--- src/rtl/pipelined_logic_unit.sv ---
// Eight-op bitwise logic unit behind an elastic valid/ready pipeline of STAGES register slices.
// Defining LOGIC_UNIT_STATS_EN adds the op_count and busy observation ports.
module pipelined_logic_unit #(
    parameter int WIDTH  = 32,
    parameter int STAGES = 2
) (
    input  logic             clk,
    input  logic             rst,
    input  logic             in_valid,
    output logic             in_ready,
    input  logic [2:0]       op,
    input  logic [WIDTH-1:0] a,
    input  logic [WIDTH-1:0] b,
    output logic             out_valid,
    input  logic             out_ready,
    output logic [WIDTH-1:0] result,
    output logic             zero
`ifdef LOGIC_UNIT_STATS_EN
    ,
    output logic [31:0]      op_count,
    output logic             busy
`endif
);

    logic [WIDTH-1:0] f_res;

    always_comb begin
        f_res = '0;
        case (op)
            3'b000:  f_res = ~a;
            3'b001:  f_res = a & b;
            3'b010:  f_res = a | b;
            3'b011:  f_res = a ^ b;
            3'b100:  f_res = ~(a & b);
            3'b101:  f_res = ~(a | b);
            3'b110:  f_res = ~(a ^ b);
            default: f_res = a;
        endcase
    end

    logic [STAGES-1:0]            v_q, v_d;
    logic [STAGES-1:0]            zero_q, zero_d;
    logic [STAGES-1:0][WIDTH-1:0] data_q, data_d;
    logic [STAGES-1:0]            rdy;
    logic [STAGES-1:0]            load;

    for (genvar k = 0; k < STAGES; k++) begin : g_stage
        logic             up_v;
        logic             up_z;
        logic [WIDTH-1:0] up_d;

        // Closed form of the ready chain: a stage may advance if any later
        // stage has a hole, or the consumer is taking the head beat.
        if (k == STAGES - 1) begin : g_tail
            assign rdy[k] = out_ready;
        end else begin : g_mid
            assign rdy[k] = out_ready | ~(&v_q[STAGES-1:k+1]);
        end

        if (k == 0) begin : g_head
            assign up_v = in_valid;
            assign up_d = f_res;
            assign up_z = (f_res == '0);
        end else begin : g_body
            assign up_v = v_q[k-1];
            assign up_d = data_q[k-1];
            assign up_z = zero_q[k-1];
        end

        assign load[k]   = ~v_q[k] | rdy[k];
        assign v_d[k]    = load[k] ? up_v : v_q[k];
        assign data_d[k] = load[k] ? up_d : data_q[k];
        assign zero_d[k] = load[k] ? up_z : zero_q[k];
    end

    always_ff @(posedge clk or posedge rst) begin
        if (rst) begin
            v_q    <= '0;
            data_q <= '0;
            zero_q <= '0;
        end else begin
            v_q    <= v_d;
            data_q <= data_d;
            zero_q <= zero_d;
        end
    end

    assign in_ready  = load[0];
    assign out_valid = v_q[STAGES-1];
    assign result    = data_q[STAGES-1];
    assign zero      = zero_q[STAGES-1];

`ifdef LOGIC_UNIT_STATS_EN
    logic [31:0] op_count_q, op_count_d;

    assign op_count_d = (out_valid && out_ready) ? op_count_q + 32'd1 : op_count_q;

    always_ff @(posedge clk or posedge rst) begin
        if (rst) begin
            op_count_q <= '0;
        end else begin
            op_count_q <= op_count_d;
        end
    end

    assign op_count = op_count_q;
    assign busy     = |v_q;
`endif

endmodule
--- config.mk ---
export PLATFORM = sky130hd
export DESIGN_NAME = pipelined_logic_unit
export DESIGN_NICKNAME = d
export VERILOG_FILES = /design/src/rtl/pipelined_logic_unit.sv
export SDC_FILE = /design/constraint.sdc
export NUM_CORES = 1
export LEC_CHECK = 0
export BUFFER_PORTS_ARGS = -buffer_cell sky130_fd_sc_hd__buf_2
export CAP_MARGIN = 0
export CORE_ASPECT_RATIO = 1.5
export CORE_MARGIN = 2
export CORE_UTILIZATION = 50
export DETAILED_ROUTE_END_ITERATION = 6
export GPL_TIMING_DRIVEN = 0
export PLACE_DENSITY = 0.73
export SETUP_SLACK_MARGIN = 0.5
export SKIP_LAST_GASP = 1
export SYNTH_ARGS = -nofsm -noshare
export SYNTH_HDL_FRONTEND = slang
export SYNTH_SLANG_ARGS = --single-unit
--- constraint.sdc ---
create_clock -name clk -period 2.1 [get_ports clk]
set_input_delay 0.105 -clock clk [delete_from_list [all_inputs] [get_ports clk]]
set_output_delay 0.105 -clock clk [all_outputs]
set_load 0.05 [all_outputs]
Yosys cells after proc, flatten, opt, wreduce, memory -nomap -nowiden:

Index checks and enable logic that the tools add are counted.

* latch bits: 0
* bits in writable memories: 0
* ROM bits: 0
* flip-flop bits (word level): 68
* bits of input ports: 71
* output and inout bits: 35
* word-level logic and storage cells: 26
* memories: 0

* add/sub/neg operators: 0
* shift operators: 0
* equality and inequality tests: 6
* bitwise gates (word level): 11
* $mul: 0
* muxes and demuxes: 1
* divide/modulo/power cells: 0
* reduce and logical (&&, ||, !) cells: 2
* $lt $le $gt $ge: 0

Operator list (number)
* 32-bit one-hot mux with 7 select lines: 1
* 32-bit inverter: 4
* 32-bit bitwise AND: 1
* 32-bit zero test: 1
* 32-bit bitwise OR: 1
* 32-bit bitwise XOR: 1
* 3-bit equality test (second input constant): 3
* 3-bit by 2-bit equality test with 1-bit output (second input constant): 2
* 3-bit by 1-bit equality test with 1-bit output (second input constant): 1
* 3-bit zero test: 1
* 1-bit inverter: 2
* 1-bit bitwise OR: 2

Depth between registers and ports, before layout:

Gate-level depths: netlist of the first run.

* word-level depth: 4
* depth in mapped cells: 11
* mapped depth without buffers: 9

Worst setup path after synthesis of the first run:

OpenSTA, ideal clock, no wires.

* path type: reg2reg
* from: reg v_q[1]
* to: reg data_q, in the netlist g_stage[1].up_d[0]
* period minus slack after synthesis: 2144 ps
* slack: -44 ps
* required time: 1960 ps
* setup time: 140 ps
* path buffers: 4
* data arrival time: 2004 ps
* stages on the path, launching flop included: 9
* path through: dfrtp_1 -> nand2b_1 -> clkbuf_1 -> nor2_1 -> clkbuf_1 -> inv_2 -> clkbuf_1 -> buf_2 -> a21oi_1

* cells in the longest elaborated chain, start to end: 3

Ends and longest elaborated chain
* start: declaration: line 41 `logic [STAGES-1:0] v_q, v_d;`
* start signal: assignment: line 82 `v_q <= v_d;`
* 1-bit inverter: line 57 `assign rdy[k] = out_ready | ~(&v_q[STAGES-1:k+1]);`
* 1-bit bitwise OR: line 57
* 1-bit bitwise OR: line 70 `assign load[k] = ~v_q[k] | rdy[k];`
* via in_ready: line 10 `output logic in_ready,`
* end signal: assignment: line 83 `data_q <= data_d;`
* end: declaration: line 43 `logic [STAGES-1:0][WIDTH-1:0] data_q, data_d;`

The timed path passes the listed nets, and every way through them passes these cells.
A chain may end at the register's enable or synchronous reset.

Worst setup path in the final report of the first run:

* from: reg v_q[1]
* to: out in_ready

* cells in the longest elaborated chain, start to end: 3

Ends and longest elaborated chain (line)
* 1-bit inverter: 57
* 1-bit bitwise OR: 57
* 1-bit bitwise OR: 70
* end: declaration: 10

Every way passes these cells.

==> metrics.md, run 1 <==
| Metric | Value |
|---|---|
| Clk root buf | clkbuf_16 |
| Dpl hpwl | 13.46 mm |
| Async set or reset register ratio after synthesis | 100.0% |
| Syn. warnings | 0 |
| CP peak stage delay | 350 ps |
| Footprint of the multi-input gates | 3983 um2 |
| Int Pwr | 3300 uW |
| Hold crit path type | in2reg |
| Core area | 12020 um2 |
| First-pass GRT wire length | 29.38 mm |
| WP data required | 2000 ps |
| Power Total | 5204 uW |
| Arrival time worst endpoint | 1590 ps |
| Gr usage total | 28.18% |
| Synth Cell Area | 6143 um2 |
| Post-Syn Area per Cell | 8.041 um2 |
| Fin cells | 1051 |
| Vias | 6041 |
| CTS buffer count | 9 |
| Max-cap violations | 0 |
| Fill cells | 1146 |
| Slowest cell on the critical path | dfrtp_2 |
| Height of the die | 139.8 um |
| Power per standard cell area | 687.1 nW/um2 |
| Clk pin slew, worst setup/hold paths | 50 ps |
| Combinational power share | 37.0% |
| Clock Skew | 4.167 ps |
| Sw power | 1905 uW |
| Final Hold Viols | 0 |
| Worst-Margin Slew | 654.5 ps |
| Critical Path Most Common Cell | buf_12 |
| Initial Util | 51.12% |
| Post-Syn Instances | 764 |
| Rows | 49 |
| Sequential cell area | 1703 um2 |
| Post-synth EDFFs | 0 |
| Slew headroom | 56.27% |
| Final antenna-violating net count | 0 |
| Worst setup SP type | register |
| Syn Nets | 899 |
| Initial antenna violation count | 1 |
| Final min period | 1694 ps |
| # clock sinks | 68 |
| Placed Instances | 1022 |
| Routed length per instance | 17.29 um |
| Worst-Skew Late Latency | 320 ps |
| Netlist cell types | 61 |
| Port Buffers | 104 |
| Final Cycle Share | 80.65% |
| Gpl congestion | 0.9574 |
| Largest net degree at the start of global routing | 39 |
| Share of total power in the clock network | 31.2% |
| Peak supply drop | 528.5 uV |
| Status | finished clean |
| Lkg Pwr | 0.003805 uW |
| CP Cell Sequence | nand2b_1, clkbuf_8, nor2_4, buf_8, inv_4, clkbuf_16, buf_12, buf_12 |
| CTS tree | built |
| Via/cell ratio | 5.748 |
| Layout area overhead | 23.30% |
| Drt drc | 0 |
| Max clock buf depth | 2 |
| Worst setup EP type | primary output |
| Crit Path Category | reg2out |
| Sw Ratio | 36.60% |
| First-pass DRT Iterations | 5 |
| RSZ-0062 raised after global routing | yes |
| Vias in the first global route | 6090 |
| Fraction of layout cells with a size suffix above 1 | 25.86% |
| Routed WL | 18.17 mm |
| Gr ovfl total | 0 |
| Final core utilization | 63.04% |
| Fin nets | 1028 |
| Die area | 13210 um2 |
| Prevailing post-synth register cell | dfrtp_1 |
| # IOs | 106 |
| Max Clk Rate | 590.5 MHz |
| Initial detailed-routing violation count | 397 |
| Fin. max-slew vios | 0 |
| Synthesized flop and latch total | 68 |
| Max Fanout on Critical Path | 3 |
| Max H-tree Level | 3 |
| Sequential share of the synthesized area | 27.70% |
| Final setup fails | 0 |
| Die X | 94.51 um |
| Share of power burned in registers | 31.7% |
## final cells by class
| class | count | share of cell area (%) |
|---|---|---|
| Sequential cell | 68 | 22.48 |
| Multi-Input combinational cell | 572 | 52.58 |
| Clock inverter | 4 | 0.9580 |
| Clock buffer | 11 | 3.337 |
| Timing Repair Buffer | 118 | 8.821 |
| Antenna cell | 1 | 0.03304 |
| Inverter | 70 | 3.601 |
| Buffer | 54 | 5.666 |
| Tap cell | 153 | 2.527 |
## cell usage after synthesis (3+ instances only)
master | number | area, um2
a211o_1 | 6 | 52.55
a211oi_1 | 8 | 60.06
a21oi_1 | 33 | 165.2
a221oi_1 | 6 | 52.55
a22oi_1 | 7 | 52.55
buf_2 | 14 | 70.07
buf_4 | 13 | 97.59
buf_6 | 9 | 101.4
clkbuf_1 | 16 | 60.06
dfrtp_1 | 68 | 1702
ha_1 | 64 | 800.8
inv_1 | 67 | 251.5
mux2_2 | 8 | 90.09
mux2i_1 | 24 | 240.2
mux4_2 | 12 | 270.3
nand2_1 | 168 | 630.6
nand2b_1 | 8 | 50.05
nand3_1 | 12 | 60.06
nand3b_1 | 3 | 22.52
nand4_1 | 3 | 18.77
nor2_1 | 58 | 217.7
nor2b_1 | 8 | 50.05
nor3_1 | 3 | 15.01
nor4_1 | 5 | 31.28
o2111ai_1 | 3 | 26.28
o211ai_1 | 28 | 210.2
o21ai_0 | 40 | 200.2
o21ai_1 | 5 | 25.02
o221ai_1 | 8 | 70.07
o22a_1 | 3 | 26.28
o22ai_1 | 6 | 37.54
o31ai_1 | 3 | 22.52
or3_1 | 11 | 68.82
## power by group through the flow
stage	Sequential, uW	Combinational [uW]	Clock, uW
floorplan	2080	885	0
global placement	1670	1760	0
detailed placement	1670	1790	0
CTS	1650	1880	1630
global route	1680	2090	1700
finish	1650	1930	1630
## cells by family (layout without fill, tap and decap cells)
group	Yosys count	in the layout	synth area share (%)
adder cells (fa/ha/maj)	64	64	13.03
buffers and inverters	124	257	9.796
other	0	1	0
AND/OR/NAND/NOR	288	288	20.06
flip-flops	68	68	27.70
AO/OA/AOI/OAI	175	175	19.39
multiplexers	45	45	10.02
## flip-flops by register name, indices dropped and copies added, names as in the netlist
| name | count |
|---|---|
| g_stage.up_d | 32 |
| result | 32 |
| v_q | 2 |
| zero_q | 2 |
## placed cells by master, fill, tap and decap left out, types with 4 or more instances in the layout
master / n
o21ai_1: 4
mux2_2: 8
a211oi_1: 8
o221ai_1: 8
o21ai_2: 5
nand2_1: 168
a211o_1: 6
mux4_2: 12
buf_2: 107
o211ai_1: 28
or3_1: 11
nor4_2: 4
nand2b_1: 8
ha_1: 59
ha_4: 5
buf_4: 24
buf_6: 11
o22ai_1: 6
a21oi_1: 33
a22oi_1: 7
dfrtp_1: 67
clkbuf_4: 9
nand3_1: 11
nor2_1: 55
clkbuf_16: 10
mux2i_1: 24
a221oi_1: 5
clkbuf_1: 7
nor2b_1: 8
o21ai_0: 36
inv_1: 64
clkbuf_2: 6
## what timing repair did
item                       in CTS  in global routing
pin swaps                      12                  8
setup endpoints to repair      28                 21
setup buffers                   8                  3
resized for setup              34                 26
hold buffers                    2                  0
hold endpoints to repair       31                  0
## metrics by stage
step	hold WS, ps	worst slack [ps]	TNS (ps)	area (um2)
2_1_floorplan	213.4	513.7	0	6175
6_report	216.1	406.4	0	7575
4_1_cts	202.8	405.3	0	7470
5_1_grt	252.5	364.9	0	7575
3_3_place_gp	318.9	-74.28	-74.28	6887
3_5_place_dp	230.5	-87.94	-87.94	6907
## critical path, delay by kind of cell (launching register included)
kind,cells,cell delay (ps)
buffers and inverters,6,700
flip-flops,1,350
AND/OR/NAND/NOR,2,200
## metal layers
| metal | up-vias | global-route usage [%] | share of wire [%] |
|---|---|---|---|
| met4 | 0 | 14.95 | 3.9 |
| met2 | 245 | 50.64 | 52 |
| met5 | - | 0 | 0 |
| met3 | 43 | 2.382 | 5.6 |
| met1 | 2849 | 32.47 | 38 |
| li1 | 2904 | - | - |
## worst paths after layout
| kind | slack [ps] | cells past startpoint | start | endpoint |
|---|---|---|---|---|
| worst max-delay path | 410 | 8 | v_q[1] | in_ready |
| worst min-delay path | 220 | 5 | out_ready | result[5] |
| worst max register to register | 510 | 8 | v_q[1] | zero_q[0] |
| worst min register to register | 460 | 2 | result[17] | result[17] |
| max in group asynchronous | 1080 | 4 | rst | result[22] |
| min in group asynchronous | 420 | 3 | rst | result[25] |
Power figures use the tool's default switching activity.
==> run 2: changes to the inputs <==
--- a/config.mk
+++ b/config.mk
@@ -5,6 +5,7 @@
 export SDC_FILE = /design/constraint.sdc
 export NUM_CORES = 1
 export LEC_CHECK = 0
+export ABC_AREA = 1
 export BUFFER_PORTS_ARGS = -buffer_cell sky130_fd_sc_hd__buf_2
 export CAP_MARGIN = 0
 export CORE_ASPECT_RATIO = 1.5
==> constraint.sdc (replaced) <==
create_clock -name clk -period 1.76 [get_ports clk]
set_input_delay 0.088 -clock clk [delete_from_list [all_inputs] [get_ports clk]]
set_output_delay 0.088 -clock clk [all_outputs]
set_load 0.05 [all_outputs]
==> run 2 against run 1 <==
  * Non-clock buffer count grew 8
  * Power increased by 20%
  * Die area rose by 2.2%
  * Critical path depth is 7 higher
  * Critical endpoint is now zero_q[0]
  * Largest power group unchanged
  * Setup slack better by 20 ps
  * Global-route usage up 2.7 points
  * Largest cell class unchanged
==> metrics.md, run 2 <==
| Metric | Value |
|---|---|
| Complex-gate fraction of the synthesized area | 5.435% (-14 points) |
| Sequential share of the synthesized area | 27.08% (-0.62 points) |
| Worst setup EP type | register |
| GRT busiest layer | met2 |
| Dpl hpwl | 15.18 mm (+13%) |
| Clk pin slew, worst setup/hold paths | 50 ps (about the same) |
| CTS buffer count | 9 (unchanged) |
| Final min period | 1333 ps |
| Port Buffers | 103 (-0.96%) |
| Initial Util | 50.74% (-0.39 points) |
| Max Clk Rate | 750.0 MHz |
| Hold crit path type | in2reg |
| Die area | 13500 um2 (+2.2%) |
| Cell taking the most area after synthesis | dfrtp_1 |
| Fill cells | 1205 (+5.1%) |
| Final core utilization | 64.32% (+1.3 points) |
| Core area | 12390 um2 (+3.1%) |
| # IOs | 106 (unchanged) |
| Post-Place Cell Area | 7104 um2 (+2.9%) |
| Final Hold Viols | 0 (unchanged) |
| Crit Path Category | in2reg |
| Syn. warnings | 0 (unchanged) |
| Initial antenna violation count | 0 (-1) |
| Worst setup SP type | input port |
| Post-Synth XOR/XNOR Area | 0% (unchanged) |
| Placed Instances | 1267 (+24%) |
| Initial detailed-routing violation count | 443 (+12%) |
| Clk root buf | clkbuf_16 |
| FF-to-FF Start | v_q[1] |
| Final setup fails | 0 (unchanged) |
| Most frequent cells in the layout | nand2_1 (353), inv_1 (124), buf_2 (109) |
| Post-Syn Area per Cell | 6.241 um2 (-22%) |
| Fin cells | 1299 (+24%) |
| Final antenna-violating net count | 0 (unchanged) |
| ANT cells | 0 (-1) |
| Power per standard cell area | 787.0 nW/um2 (+15%) |
| Gr ovfl total | 0 (unchanged) |
| Pre-CTS WS | -379.3 ps (-291.3 ps) |
| Max-cap violations | 0 (unchanged) |
| Met1 usage | 34.27% (+1.8 points) |
| Arrival time worst endpoint | 1600 ps (about the same) |
| Fraction of layout cells with a size suffix above 1 | 20.21% (-5.7 points) |
| First-pass GRT wire length | 32.41 mm (+10%) |
| Vias in the first global route | 6661 (+9.4%) |
| Fin. max-slew vios | 0 (unchanged) |
| Power Total | 6270 uW (+20%) |
| Status | finished clean |
| Routed length per instance | 16.21 um (-6.2%) |
| Max H-tree Level | 3 (unchanged) |
| Largest net degree at the start of global routing | 42 (+7.7%) |
| Via/cell ratio | 5.461 (-5.0%) |
| Peak supply drop | 557.6 uV (+5.5%) |
| Slew headroom | 59.78% (+3.5 points) |
| Gpl congestion | 0.9984 (+4.3%) |
| Gr usage total | 30.91% (+2.7 points) |
| Post-Syn Instances | 1007 (+32%) |
| Post-synth EDFFs | 0 (unchanged) |
| Critical Path Start | op[1] |
| Drt drc | 0 (unchanged) |
| R2R Setup Slk | 490 ps (-20 ps) |
| Prevailing post-synth register cell | dfrtp_1 |
| R2R cell count | 5 (-3) |
| Rows | 50 (+2.0%) |
| WP data required | 2030 ps (+30 ps) |
| Final Cycle Share | 75.75% |
| Adder and majority gate portion of the synthesized area | 12.74% (-0.29 points) |
| Most common cell after layout, fill and taps aside | nand2_1 |
| Worst-Margin Slew | 602.0 ps (-52.52 ps) |
| Worst setup path end | zero_q[0] |
| Netlist cell types | 22 (-64%) |
| RSZ-0062 raised after global routing | yes |
| Final setup margin | 426.7 ps (+20.33 ps) |
| Fin nets | 1274 (+24%) |
| Routed WL | 21.05 mm (+16%) |
| Fraction of synthesized area in multiplexers | 0% (-10 points) |
| Largest family of logic cells by synthesized area | simple AND/OR/NAND/NOR gates |
| Simple-gate share of the synthesized area | 42.78% (+23 points) |
| Async set or reset register ratio after synthesis | 100.0% (unchanged) |
| Top-count cell post-synth | nand2_1 |
| Lkg Pwr | 0.004587 uW (+21%) |
| # clock sinks | 68 (unchanged) |
| First-pass DRT Iterations | 6 (+1) |
| Post-synth top cells | nand2_1 (361), inv_1 (128), nor2_1 (85), nand3_1 (79), dfrtp_1 (68) |
| Worst-Skew Late Latency | 330 ps (about the same) |
| Die X | 95.54 um (+1.1%) |
| Vias | 7094 (+17%) |
| Layout area overhead | 26.78% |
| Max clock buf depth | 2 (unchanged) |
| Post-route cell area | 7968 um2 (+5.2%) |
| Max Fanout on Critical Path | 12 (+9) |
| Met2 GRT Util | 54.47% (+3.8 points) |
| R2R Path End | result[7] |
| Synth top area share | 27.08% (-0.62 points) |
| Clock Skew | 3.775 ps (-0.3917 ps) |
| Met3 global-route usage | 4.833% (+2.5 points) |
| Synth area leaders | dfrtp_1 (27%), nand2_1 (22%), ha_1 (13%) |
| Syn Nets | 1142 (+27%) |
| Synthesized flop and latch total | 68 (unchanged) |
| Synth Cell Area | 6285 um2 (+2.3%) |
| CTS tree | built |
| Height of the die | 141.3 um (+1.1%) |
## run 2: cell count changes after synthesis, moves of 28 or more
cell / previous run / this run
inv_1: 67 / 128
nand4_1: 3 / 48
o211ai_1: 28 / 0
nand3_1: 12 / 79
nand2_1: 168 / 361
nand3b_1: 3 / 38
## run 2: worst min-delay path by stage
stage	start	endpoint	slack, ps	cells past startpoint
finish	out_ready	result[4]	80	4
global route	out_ready	result[4]	100	4
CTS	out_ready	result[4]	80	4
detailed placement	rst	result[16]	190	2
global placement	in_valid	v_q[0]	300	2
floorplan	in_valid	v_q[0]	200	1
## run 2: repair_timing
action | CTS | global route
setup buffers | 7 | 5
hold buffers | 2 | 0
setup endpoints to repair | 64 | 45
hold endpoints to repair | 28 | 0
resized for setup | 81 | 65
cloned | 0 | 3
pin swaps | 3 | 10
## run 2: final cells by class
class	instances	area (um2)	share of cell area [%]
Buffer	61	514.2	6.454
Clock buffer	9	225.2	2.827
Multi-Input combinational cell	750	4030	50.58
Timing Repair Buffer	119	679.4	8.527
Tap cell	156	195.2	2.450
Clock inverter	6	113.9	1.429
Inverter	130	506.7	6.360
Sequential cell	68	1703	21.37
## run 2: kinds of logic after synthesis
group / count (synthesis)
AOI/OAI and AO/OA: 68
and+or+nand+nor: 616
adders and majority gates: 64
buffers and inverters: 191
DFF: 68
## run 2: critical path, cell delays in order
cell     delay [ps]
buf_8           150
inv_2            70
buf_6           170
buf_4           200
nand4_1         100
nand2_1          60
nor2_1          130
nand2_1          80
nor2_2          140
nand2_1          70
nor2_1           80
nand2_1          70
nor2_1           80
nand2_1          60
nand2_1          50
## run 2: routing by layer
metal	up-vias	share of wire, %
met2	395	49
met3	96	8.9
li1	3448	-
met4	0	5.7
met1	3155	36
met5	-	0
## run 2: where the power goes
part	total [uW]	switching, uW	internal, uW
logic	2250	1570	679
registers	1980	146	1840
clock network	2030	658	1380
total	6270	2380	3890
## run 2: stage by stage
stage	setup TNS [ps]	hold WS, ps
2_1_floorplan	0	200.1
3_3_place_gp	-1276	296.8
3_5_place_dp	-1544	188.5
4_1_cts	0	76.16
5_1_grt	0	104.1
6_report	0	75.32
